## config.mk

```make
export PLATFORM = sky130hd
export DESIGN_NAME = instruction_sequencer_flat
export DESIGN_NICKNAME = d
export VERILOG_FILES = /design/src/rtl/instruction_sequencer_if.sv /design/src/rtl/instruction_sequencer.sv /design/src/flat_wrapper.sv
export SDC_FILE = /design/constraint.sdc
export NUM_CORES = 1
export LEC_CHECK = 0
export CAP_MARGIN = 0
export CORE_AREA = 3 3 40 42
export CTS_BUF_LIST = sky130_fd_sc_hd__clkbuf_8
export CTS_CLUSTER_DIAMETER = 60
export CTS_CLUSTER_SIZE = 28
export DETAILED_ROUTE_END_ITERATION = 12
export DIE_AREA = 0 0 43 45
export DONT_BUFFER_PORTS = 1
export PLACE_DENSITY = 0.81
export SLEW_MARGIN = 20
export SYNTH_ARGS = -nofsm -noshare
export SYNTH_HDL_FRONTEND = slang
export SYNTH_SLANG_ARGS = --single-unit
```

## constraint.sdc

```tcl
create_clock -name clk -period 3.7 [get_ports clk]
set_input_delay 0.555 -clock clk [delete_from_list [all_inputs] [get_ports clk]]
set_output_delay 0.555 -clock clk [all_outputs]
set_load 0.01 [all_outputs]
```

## src/rtl/instruction_sequencer_if.sv

```systemverilog
// Instruction sequencer bus: instruction handshake in, ALU/PC controls out.
//
// Handshake: the master holds opcode/operand stable while instr_valid is high;
// an instruction transfers on a rising clk edge where instr_valid && instr_ready.
// instr_ready depends only on sequencer state, never on instr_valid.
// state_dbg mirrors the sequencer FSM state encoding for observation only.
interface instruction_sequencer_if #(
    parameter int OPCODE_WIDTH = 3,
    parameter int REG_COUNT    = 5,
    parameter int WAIT_WIDTH   = 4
);
    logic [OPCODE_WIDTH-1:0] opcode;
    logic [WAIT_WIDTH-1:0]   operand;
    logic                    instr_valid;
    logic                    instr_ready;
    logic                    ALU_add;
    logic                    ALU_load;
    logic                    wr_res;
    logic                    PC_wait;
    logic [REG_COUNT-1:0]    ALU_reg_en;
    logic                    busy;
    logic                    illegal_op;
    logic [2:0]              state_dbg;

    // Instruction source / control consumer side
    modport master (
        output opcode, operand, instr_valid,
        input  instr_ready, ALU_add, ALU_load, wr_res, PC_wait, ALU_reg_en,
        input  busy, illegal_op, state_dbg
    );

    // Sequencer side
    modport slave (
        input  opcode, operand, instr_valid,
        output instr_ready, ALU_add, ALU_load, wr_res, PC_wait, ALU_reg_en,
        output busy, illegal_op, state_dbg
    );
endinterface

```

## src/rtl/instruction_sequencer.sv

```systemverilog
// Instruction sequencer: decodes one instruction at a time into registered
// ALU/PC control pulses. MOV/MAC/SETB/SETD/SETE take one EXEC cycle, LDSW
// takes LD then WR, WAIT holds PC_wait for max(operand,1) cycles.
// A new instruction may be accepted in the final cycle of the current one,
// so consecutive instructions run with no idle bubble.
//
// Optional feature macro: INSTR_SEQ_ILLEGAL_TRAP_EN
//   defined   : an undefined opcode traps into HALT (illegal_op sticky,
//               instr_ready low) until rst.
//   undefined : an undefined opcode runs as a one-cycle EXEC NOP with
//               illegal_op high for that cycle only.
//
// Opcode encodings (shared opcode definitions):
//   MOV=0 MAC=1 SETB=2 SETD=3 SETE=4 WAIT=5 LDSW=6, anything else undefined.
// REG_COUNT must be 5 or greater (bits 0..4 carry named register enables).
module instruction_sequencer #(
    parameter int OPCODE_WIDTH = 3,
    parameter int REG_COUNT    = 5,
    parameter int WAIT_WIDTH   = 4
) (
    input logic                   clk,
    input logic                   rst,
    instruction_sequencer_if.slave bus
);

    localparam logic [OPCODE_WIDTH-1:0] OP_MOV  = OPCODE_WIDTH'(0);
    localparam logic [OPCODE_WIDTH-1:0] OP_MAC  = OPCODE_WIDTH'(1);
    localparam logic [OPCODE_WIDTH-1:0] OP_SETB = OPCODE_WIDTH'(2);
    localparam logic [OPCODE_WIDTH-1:0] OP_SETD = OPCODE_WIDTH'(3);
    localparam logic [OPCODE_WIDTH-1:0] OP_SETE = OPCODE_WIDTH'(4);
    localparam logic [OPCODE_WIDTH-1:0] OP_WAIT = OPCODE_WIDTH'(5);
    localparam logic [OPCODE_WIDTH-1:0] OP_LDSW = OPCODE_WIDTH'(6);

    typedef enum logic [2:0] {
        S_IDLE = 3'd0,
        S_EXEC = 3'd1,
        S_WAIT = 3'd2,
        S_LD   = 3'd3,
        S_WR   = 3'd4
`ifdef INSTR_SEQ_ILLEGAL_TRAP_EN
        , S_HALT = 3'd5
`endif
    } state_e;

    state_e                  state_q, state_d;
    logic [WAIT_WIDTH-1:0]   cnt_q, cnt_d;

    logic                    alu_add_q, alu_add_d;
    logic                    alu_load_q, alu_load_d;
    logic                    wr_res_q, wr_res_d;
    logic                    pc_wait_q, pc_wait_d;
    logic [REG_COUNT-1:0]    reg_en_q, reg_en_d;
    logic                    illegal_op_q, illegal_op_d;

    logic                    final_cycle;
    logic                    accept;
    logic                    op_legal;

    // Final cycle of the current activity: the only cycles that take a new instruction
    always_comb begin
        final_cycle = 1'b0;
        case (state_q)
            S_IDLE, S_EXEC, S_WR: final_cycle = 1'b1;
            S_WAIT:               final_cycle = (cnt_q == WAIT_WIDTH'(1));
            default:              final_cycle = 1'b0;
        endcase
    end

    assign accept   = bus.instr_valid && final_cycle;
    assign op_legal = bus.opcode inside {OP_MOV, OP_MAC, OP_SETB, OP_SETD,
                                         OP_SETE, OP_WAIT, OP_LDSW};

    // Next-state and WAIT counter: dispatch on accept, otherwise advance or retire
    always_comb begin
        state_d = state_q;
        cnt_d   = '0;
        if (final_cycle) begin
            if (accept) begin
                if (bus.opcode == OP_WAIT) begin
                    state_d = S_WAIT;
                    // A zero operand still waits one cycle
                    cnt_d   = (bus.operand == '0) ? WAIT_WIDTH'(1) : bus.operand;
                end else if (bus.opcode == OP_LDSW) begin
                    state_d = S_LD;
                end else if (!op_legal) begin
`ifdef INSTR_SEQ_ILLEGAL_TRAP_EN
                    state_d = S_HALT;
`else
                    state_d = S_EXEC;
`endif
                end else begin
                    state_d = S_EXEC;
                end
            end else begin
                state_d = S_IDLE;
            end
        end else begin
            case (state_q)
                S_LD: state_d = S_WR;
                S_WAIT: begin
                    state_d = S_WAIT;
                    cnt_d   = cnt_q - WAIT_WIDTH'(1);
                end
`ifdef INSTR_SEQ_ILLEGAL_TRAP_EN
                S_HALT: state_d = S_HALT;
`endif
                default: state_d = S_IDLE;
            endcase
        end
    end

    // Control outputs for the state being entered; EXEC is only ever entered
    // through an accept, so the live opcode is the one being dispatched
    always_comb begin
        alu_add_d    = 1'b0;
        alu_load_d   = 1'b0;
        wr_res_d     = 1'b0;
        pc_wait_d    = 1'b0;
        reg_en_d     = '0;
        illegal_op_d = 1'b0;
        case (state_d)
            S_EXEC: begin
                case (bus.opcode)
                    OP_MOV: begin
                        alu_add_d = 1'b1;
                        wr_res_d  = 1'b1;
                        reg_en_d  = '1;
                    end
                    OP_MAC: begin
                        wr_res_d    = 1'b1;
                        reg_en_d[0] = 1'b1;
                        reg_en_d[2] = 1'b1;
                    end
                    OP_SETB: reg_en_d[1] = 1'b1;
                    OP_SETD: reg_en_d[3] = 1'b1;
                    OP_SETE: reg_en_d[4] = 1'b1;
                    // Undefined opcode executed as a NOP
                    default: illegal_op_d = 1'b1;
                endcase
            end
            S_WAIT: pc_wait_d = 1'b1;
            S_LD: begin
                alu_load_d = 1'b1;
                reg_en_d   = '1;
            end
            S_WR: begin
                alu_add_d = 1'b1;
                wr_res_d  = 1'b1;
                reg_en_d  = '1;
            end
`ifdef INSTR_SEQ_ILLEGAL_TRAP_EN
            S_HALT: illegal_op_d = 1'b1;
`endif
            default: ;
        endcase
    end

    // State, counter and output registers; rst wins over any accept
    always_ff @(posedge clk) begin
        if (rst) begin
            state_q      <= S_IDLE;
            cnt_q        <= '0;
            alu_add_q    <= 1'b0;
            alu_load_q   <= 1'b0;
            wr_res_q     <= 1'b0;
            pc_wait_q    <= 1'b0;
            reg_en_q     <= '0;
            illegal_op_q <= 1'b0;
        end else begin
            state_q      <= state_d;
            cnt_q        <= cnt_d;
            alu_add_q    <= alu_add_d;
            alu_load_q   <= alu_load_d;
            wr_res_q     <= wr_res_d;
            pc_wait_q    <= pc_wait_d;
            reg_en_q     <= reg_en_d;
            illegal_op_q <= illegal_op_d;
        end
    end

    assign bus.instr_ready = final_cycle;
    assign bus.busy        = (state_q != S_IDLE);
    assign bus.ALU_add     = alu_add_q;
    assign bus.ALU_load    = alu_load_q;
    assign bus.wr_res      = wr_res_q;
    assign bus.PC_wait     = pc_wait_q;
    assign bus.ALU_reg_en  = reg_en_q;
    assign bus.illegal_op  = illegal_op_q;
    assign bus.state_dbg   = state_q;

endmodule

```

## src/flat_wrapper.sv

```systemverilog
// flat-port wrapper written by rule: the top's interface ports become plain ports
module instruction_sequencer_flat 
#(
    parameter int OPCODE_WIDTH = 3,
    parameter int REG_COUNT    = 5,
    parameter int WAIT_WIDTH   = 4
)
  (clk, rst, bus_opcode, bus_operand, bus_instr_valid, bus_instr_ready, bus_ALU_add, bus_ALU_load, bus_wr_res, bus_PC_wait, bus_ALU_reg_en, bus_busy, bus_illegal_op, bus_state_dbg);
  instruction_sequencer_if #(.OPCODE_WIDTH(OPCODE_WIDTH), .REG_COUNT(REG_COUNT), .WAIT_WIDTH(WAIT_WIDTH)) bus_i ();
  input logic clk;
  input logic rst;
  input wire logic [$bits(bus_i.opcode)-1:0] bus_opcode;
  input wire logic [$bits(bus_i.operand)-1:0] bus_operand;
  input wire logic [$bits(bus_i.instr_valid)-1:0] bus_instr_valid;
  output wire logic [$bits(bus_i.instr_ready)-1:0] bus_instr_ready;
  output wire logic [$bits(bus_i.ALU_add)-1:0] bus_ALU_add;
  output wire logic [$bits(bus_i.ALU_load)-1:0] bus_ALU_load;
  output wire logic [$bits(bus_i.wr_res)-1:0] bus_wr_res;
  output wire logic [$bits(bus_i.PC_wait)-1:0] bus_PC_wait;
  output wire logic [$bits(bus_i.ALU_reg_en)-1:0] bus_ALU_reg_en;
  output wire logic [$bits(bus_i.busy)-1:0] bus_busy;
  output wire logic [$bits(bus_i.illegal_op)-1:0] bus_illegal_op;
  output wire logic [$bits(bus_i.state_dbg)-1:0] bus_state_dbg;
  assign bus_i.opcode = bus_opcode;
  assign bus_i.operand = bus_operand;
  assign bus_i.instr_valid = bus_instr_valid;
  assign bus_instr_ready = bus_i.instr_ready;
  assign bus_ALU_add = bus_i.ALU_add;
  assign bus_ALU_load = bus_i.ALU_load;
  assign bus_wr_res = bus_i.wr_res;
  assign bus_PC_wait = bus_i.PC_wait;
  assign bus_ALU_reg_en = bus_i.ALU_reg_en;
  assign bus_busy = bus_i.busy;
  assign bus_illegal_op = bus_i.illegal_op;
  assign bus_state_dbg = bus_i.state_dbg;
  instruction_sequencer #(.OPCODE_WIDTH(OPCODE_WIDTH), .REG_COUNT(REG_COUNT), .WAIT_WIDTH(WAIT_WIDTH)) u_core (.clk(clk), .rst(rst), .bus(bus_i));
endmodule
```

Yosys cells after proc, flatten, opt, wreduce, memory -nomap -nowiden --
Cells that the tools add are included.
Cells by class: $add $sub $neg 1, multiplexer cells 22, bitwise operators 1, equality and inequality tests 15, reduce and logical (&&, ||, !) cells 13
Operators by type and width (number):
- 2-to-1 mux 4 bit | 5
- == test 3 x 2 -> 1 bit (second input constant) | 6
- == test 3 bit (second input constant) | 5
- OR reduction 2 bit | 6
- case mux 5 bit (2 select lines) | 1
- == test 3 x 1 -> 1 bit (second input constant) | 3
- 2-to-1 mux 3 bit | 3
- 2-to-1 mux 1 bit | 8
- logical NOT 3 bit | 2
- case mux 1 bit (2 select lines) | 3
- case mux 3 bit (2 select lines) | 1
- OR reduction 5 bit | 1
- == test 4 x 1 -> 1 bit (second input constant) | 1
- logical NOT 4 bit | 1
- subtractor 4 x 1 -> 4 bit (second input constant) | 1
- nonzero test 3 bit | 1
- OR reduction 3 bit | 1
- 2-to-1 mux 2 bit | 1
- logical AND 1 bit | 1
- inverter 1 bit | 1
Word-level totals: register bits 17, output and inout bits 15

Longest topological paths before layout --
depth in word-level cells 9, gate-level depth with buffers 7, gate-level depth less buffers 6

Worst setup path before layout --
OpenSTA, ideal clock, no wires.
path type input-to-reg, start in bus_instr_valid, end reg u_core.alu_add_q (netlist: u_core.bus.ALU_add), library setup time 84 ps, arrival 1671 ps, slack 1946 ps, stages on the path 5, path through or3b_1 o22a_1 buf_6 or3_4 o31ai_4
On the way: word-level cells in the longest chain between the ends 5, elaborated cells between the ends (all ways) 6
Ends and longest elaborated chain:
- start, declared | line flat_wrapper.sv:14 | input wire logic [$bits(bus_i.instr_valid)-1:0] bus_instr_valid;
- logical AND 1 bit * | line instruction_sequencer.sv:69 | assign accept = bus.instr_valid && final_cycle;
- 2-to-1 mux 3 bit * | line instruction_sequencer.sv:78 | if (accept) begin
- 2-to-1 mux 3 bit * | line instruction_sequencer.sv:77 | if (final_cycle) begin
- == test 3 bit / == test 3 x 1 -> 1 bit (equally long branches) | line instruction_sequencer.sv:121 | case (state_d)
- case mux 1 bit (2 select lines) * | line instruction_sequencer.sv:121
- end signal, assigned | line instruction_sequencer.sv:172 | alu_add_q <= alu_add_d;
- end, declared | line instruction_sequencer.sv:48 | logic alu_add_q, alu_add_d;
Every way passes the cells marked *; elsewhere a longest branch is shown, timed or not. A chain may end at the register's enable or synchronous reset.

Worst setup path in the final report --
start reg u_core.cnt_q[0], end out bus_instr_ready
On the way: word-level cells in the longest chain between the ends 2
Ends and longest elaborated chain:
- start, declared | line instruction_sequencer.sv:46 | logic [WAIT_WIDTH-1:0] cnt_q, cnt_d;
- start signal, assigned | line instruction_sequencer.sv:171 | cnt_q <= cnt_d;
- == test 4 x 1 -> 1 bit | line instruction_sequencer.sv:64 | S_WAIT: final_cycle = (cnt_q == WAIT_WIDTH'(1));
- case mux 1 bit (2 select lines) | line instruction_sequencer.sv:62 | case (state_q)
- end, declared | line flat_wrapper.sv:15 | output wire logic [$bits(bus_i.instr_ready)-1:0] bus_instr_ready;
No other way between the ends.

==> out/metrics.yaml <==
route:
  drc_errors: 0
  drt_wl_total_um: 1366
  drt_iter0_drc: 8
  dr_total_vias: 569
  detail-route-antenna-nets: 0
  vias_per_cell: 5.927
  routedWlPerCell_um: 14.23
  drtPass1Iterations: 4
die:
  rows: 13
  dieArea_um2: 1935
  die_h_um: 45
  die_w_um: 43
  core_um2: 1285
  io_pins: 25
  initial_core_util_pct: 61.15
power:
  peakVddDrop_mv: 0.2256
  p_clk_share_pct: 35.2
  power_density_nw_per_um2: 433.9
  switching_power_mw: 0.07913
  p_int_mw: 0.2721
  seq_power_share_pct: 53.8
  power_mw: 0.3513
  p_sw_share_pct: 22.53
  leakage_nw: 0.3434
  pwr-share-comb_pct: 11.0
clocking:
  root_buffer: "clkbuf_8"
  htree_levels: 1
  clkSinkCount: 16
  cts_resized: 0
  cts_tree: "done"
  cts_buffer_depth: 2
  clkTransAtPathRegs_ns: 0.05
  post_cts_buffers: 0
  cts_made_buffers: 3
  ctsHoldBuffers: 0
  clock_latency_ns: 0.24
global_routing:
  grt_max_degree: 13
  grt_overflow: 0
  grt_pass1_vias: 537
  antenna_found_initial: 0
  grt_usage_pct: 15.98
  grt_pass1_wl_um: 2297
timing:
  final-setup-viol-count: 0
  slew_headroom_pct: 71.24
  max_slew.worst_pin.slew_ns: 0.4302
  hold_viol: 0
  maxSlewViolCount: 0
  post-route-period-util_pct: 55.86
  max_freq_mhz: 483.8
  fin_crit_ns: 2.067
  finalSetupTns_ns: 0
  rsz0062_at_grt: "no"
  skew_ns: 0.002034
  whs_ns: 0.3706
logic_synthesis:
  ys.flop_type: "dfxtp_1"
  synthAdderAreaFrac_pct: 4.459
  avgSynthCellArea_um2: 9.354
  synth.distinct_cells: 38
  ys_ff_latch: 16
  synth_compound_area_share_pct: 22.29
  synthCells: 84
  ys_seq_area_share_pct: 40.76
  async_flop_share_pct: 0
  yosys.area_share.simple_pct: 20.86
  netlist_area_um2: 785.8
  synth_top_family_by_area: "compound AO/OA/AOI/OAI gates"
  synth_edf_count: 0
  synth_mux_area_share_pct: 1.274
  syn_nets: 96
  synthXorXnorAreaFrac_pct: 3.344
  synth_warnings: 0
hold_path:
  min_path_type: "input pin to flip-flop"
  min_delay_worst_endpoint: "u_core.bus.wr_res$_SDFF_PP0_"
  holdPathStages: 1
  hold_start: "rst"
critical_path:
  slowest_delay_ns: 0.38
  critPathSlowestCell: "or3b_4"
  critical_path_class: "flip-flop to primary output"
  end_kind: "primary output"
  worstPathArrival_ns: 1.51
  regToRegSetupSlack_ns: 1.86
  crit_path_max_fanout: 4
  crit_required_ns: 3.14
  r2r-start: "u_core.cnt_q[0]$_SDFF_PP0_"
  crit_path_cell_trace: "ha_1, or3b_4, o31ai_1"
  rr_endpoint: "u_core.bus.ALU_add$_SDFF_PP0_"
  r2r_cells: 5
  start_kind: "flip-flop"
  critical_path_buf_inv_count: 0
  cp_top_family: "simple AND/OR/NAND/NOR gates"
cells_and_area:
  layout_commonest_cell: "dfxtp_1"
  drive_gt1_share_pct: 9.877
  n_fill_cell: 116
  mostFrequentLayoutCells: "16 x dfxtp_1, 7 x nor2_1, 6 x o22a_1, 5 x inv_1, 5 x nand2_1"
  antenna_cells: 0
  syn_to_final_growth_pct: 3.025
  nNetsFinal: 95
run_status:
  status: "finished clean"
placement:
  post-dp-hpwl_um: 1013
  io_buffers: 0
  place_congestion: 0.7441
job:
  drv_cap: 0
==> metal layers <==
| layer | up-vias | global-route usage, % | share of wire, % | routed length (µm) |
|---|---|---|---|---|
| li1 | 287 | - | - | - |
| met1 | 261 | 19.07 | 42 | 580 |
| met2 | 19 | 25.45 | 50 | 678 |
| met3 | 2 | 5.179 | 7.0 | 95 |
| met4 | 0 | 9.036 | 0.81 | 11 |
| met5 | - | 0 | 0 | 0 |
==> how the worst max path moves through the flow <==
stage / start / to / slack [ns] / cells after the start
finish: u_core.cnt_q[0]$_SDFF_PP0_ / bus_instr_ready / 1.63 / 3
detailed placement: u_core.cnt_q[0]$_SDFF_PP0_ / u_core.bus.ALU_add$_SDFF_PP0_ / 1.86 / 5
global placement: u_core.cnt_q[1]$_SDFF_PP0_ / bus_instr_ready / 1.89 / 4
floorplan: bus_instr_valid / u_core.bus.ALU_add$_SDFF_PP0_ / 1.95 / 5
global route: u_core.cnt_q[0]$_SDFF_PP0_ / bus_instr_ready / 1.53 / 3
CTS: u_core.cnt_q[0]$_SDFF_PP0_ / bus_instr_ready / 1.61 / 3
==> stage by stage <==
step,cell area [µm²],worst slack [ns],util (%),cells
after global placement,768.2,1.888,59.79,93
final,809.5,1.633,63.00,96
after global routing,809.5,1.534,63.00,96
after CTS,809.5,1.614,63.00,96
after detailed placement,768.2,1.864,59.79,93
after floorplan,785.8,1.946,-,84
==> cell families (layout without fill, tap and decap cells) <==
kind of cell,after synthesis,count (layout)
AND/OR/NAND/NOR,29,29
AO/OA/AOI/OAI,21,21
flip-flops,16,16
adder cells (fa/ha/maj),3,3
multiplexers,1,1
buffers and inverters,11,8
XOR/XNOR,3,3
==> area by class of cell <==
type / instances / area [µm²] / area share (%)
clock buffer: 3 / 41.29 / 5.100
inverter: 5 / 18.77 / 2.318
multi-input combinational: 57 / 410.4 / 50.70
sequential: 16 / 320.3 / 39.57
tap: 15 / 18.77 / 2.318
==> power groups by stage <==
stage / clock network [mW] / registers [mW] / logic (mW)
floorplan: 0 / 0.191 / 0.0415
global placement: 0 / 0.193 / 0.0381
detailed placement: 0 / 0.193 / 0.0388
CTS: 0.127 / 0.189 / 0.0391
global route: 0.134 / 0.190 / 0.0444
finish: 0.124 / 0.189 / 0.0387
==> cells in the mapped netlist (2+ instances only) <==
master	instances	area, µm²
nor3_1	4	20.02
o22a_1	6	52.55
nand2b_1	3	18.77
inv_1	5	18.77
buf_2	2	10.01
a21o_1	3	22.52
ha_1	2	25.02
o21ai_0	2	10.01
dfxtp_1	16	320.3
nor2_1	7	26.28
clkbuf_1	2	7.510
xnor2_1	2	17.52
nand2_1	5	18.77
==> registers in the layout (all words and copies together), names as in the netlist <==
register               flops
u_core.bus.ALU_add         1
u_core.bus.ALU_load        1
u_core.bus.ALU_reg_en      4
u_core.bus.PC_wait         1
u_core.bus.illegal_op      1
u_core.bus.state_dbg       3
u_core.bus.wr_res          1
u_core.cnt_q               4
No activity file was read; power rests on OpenSTA's default activity.
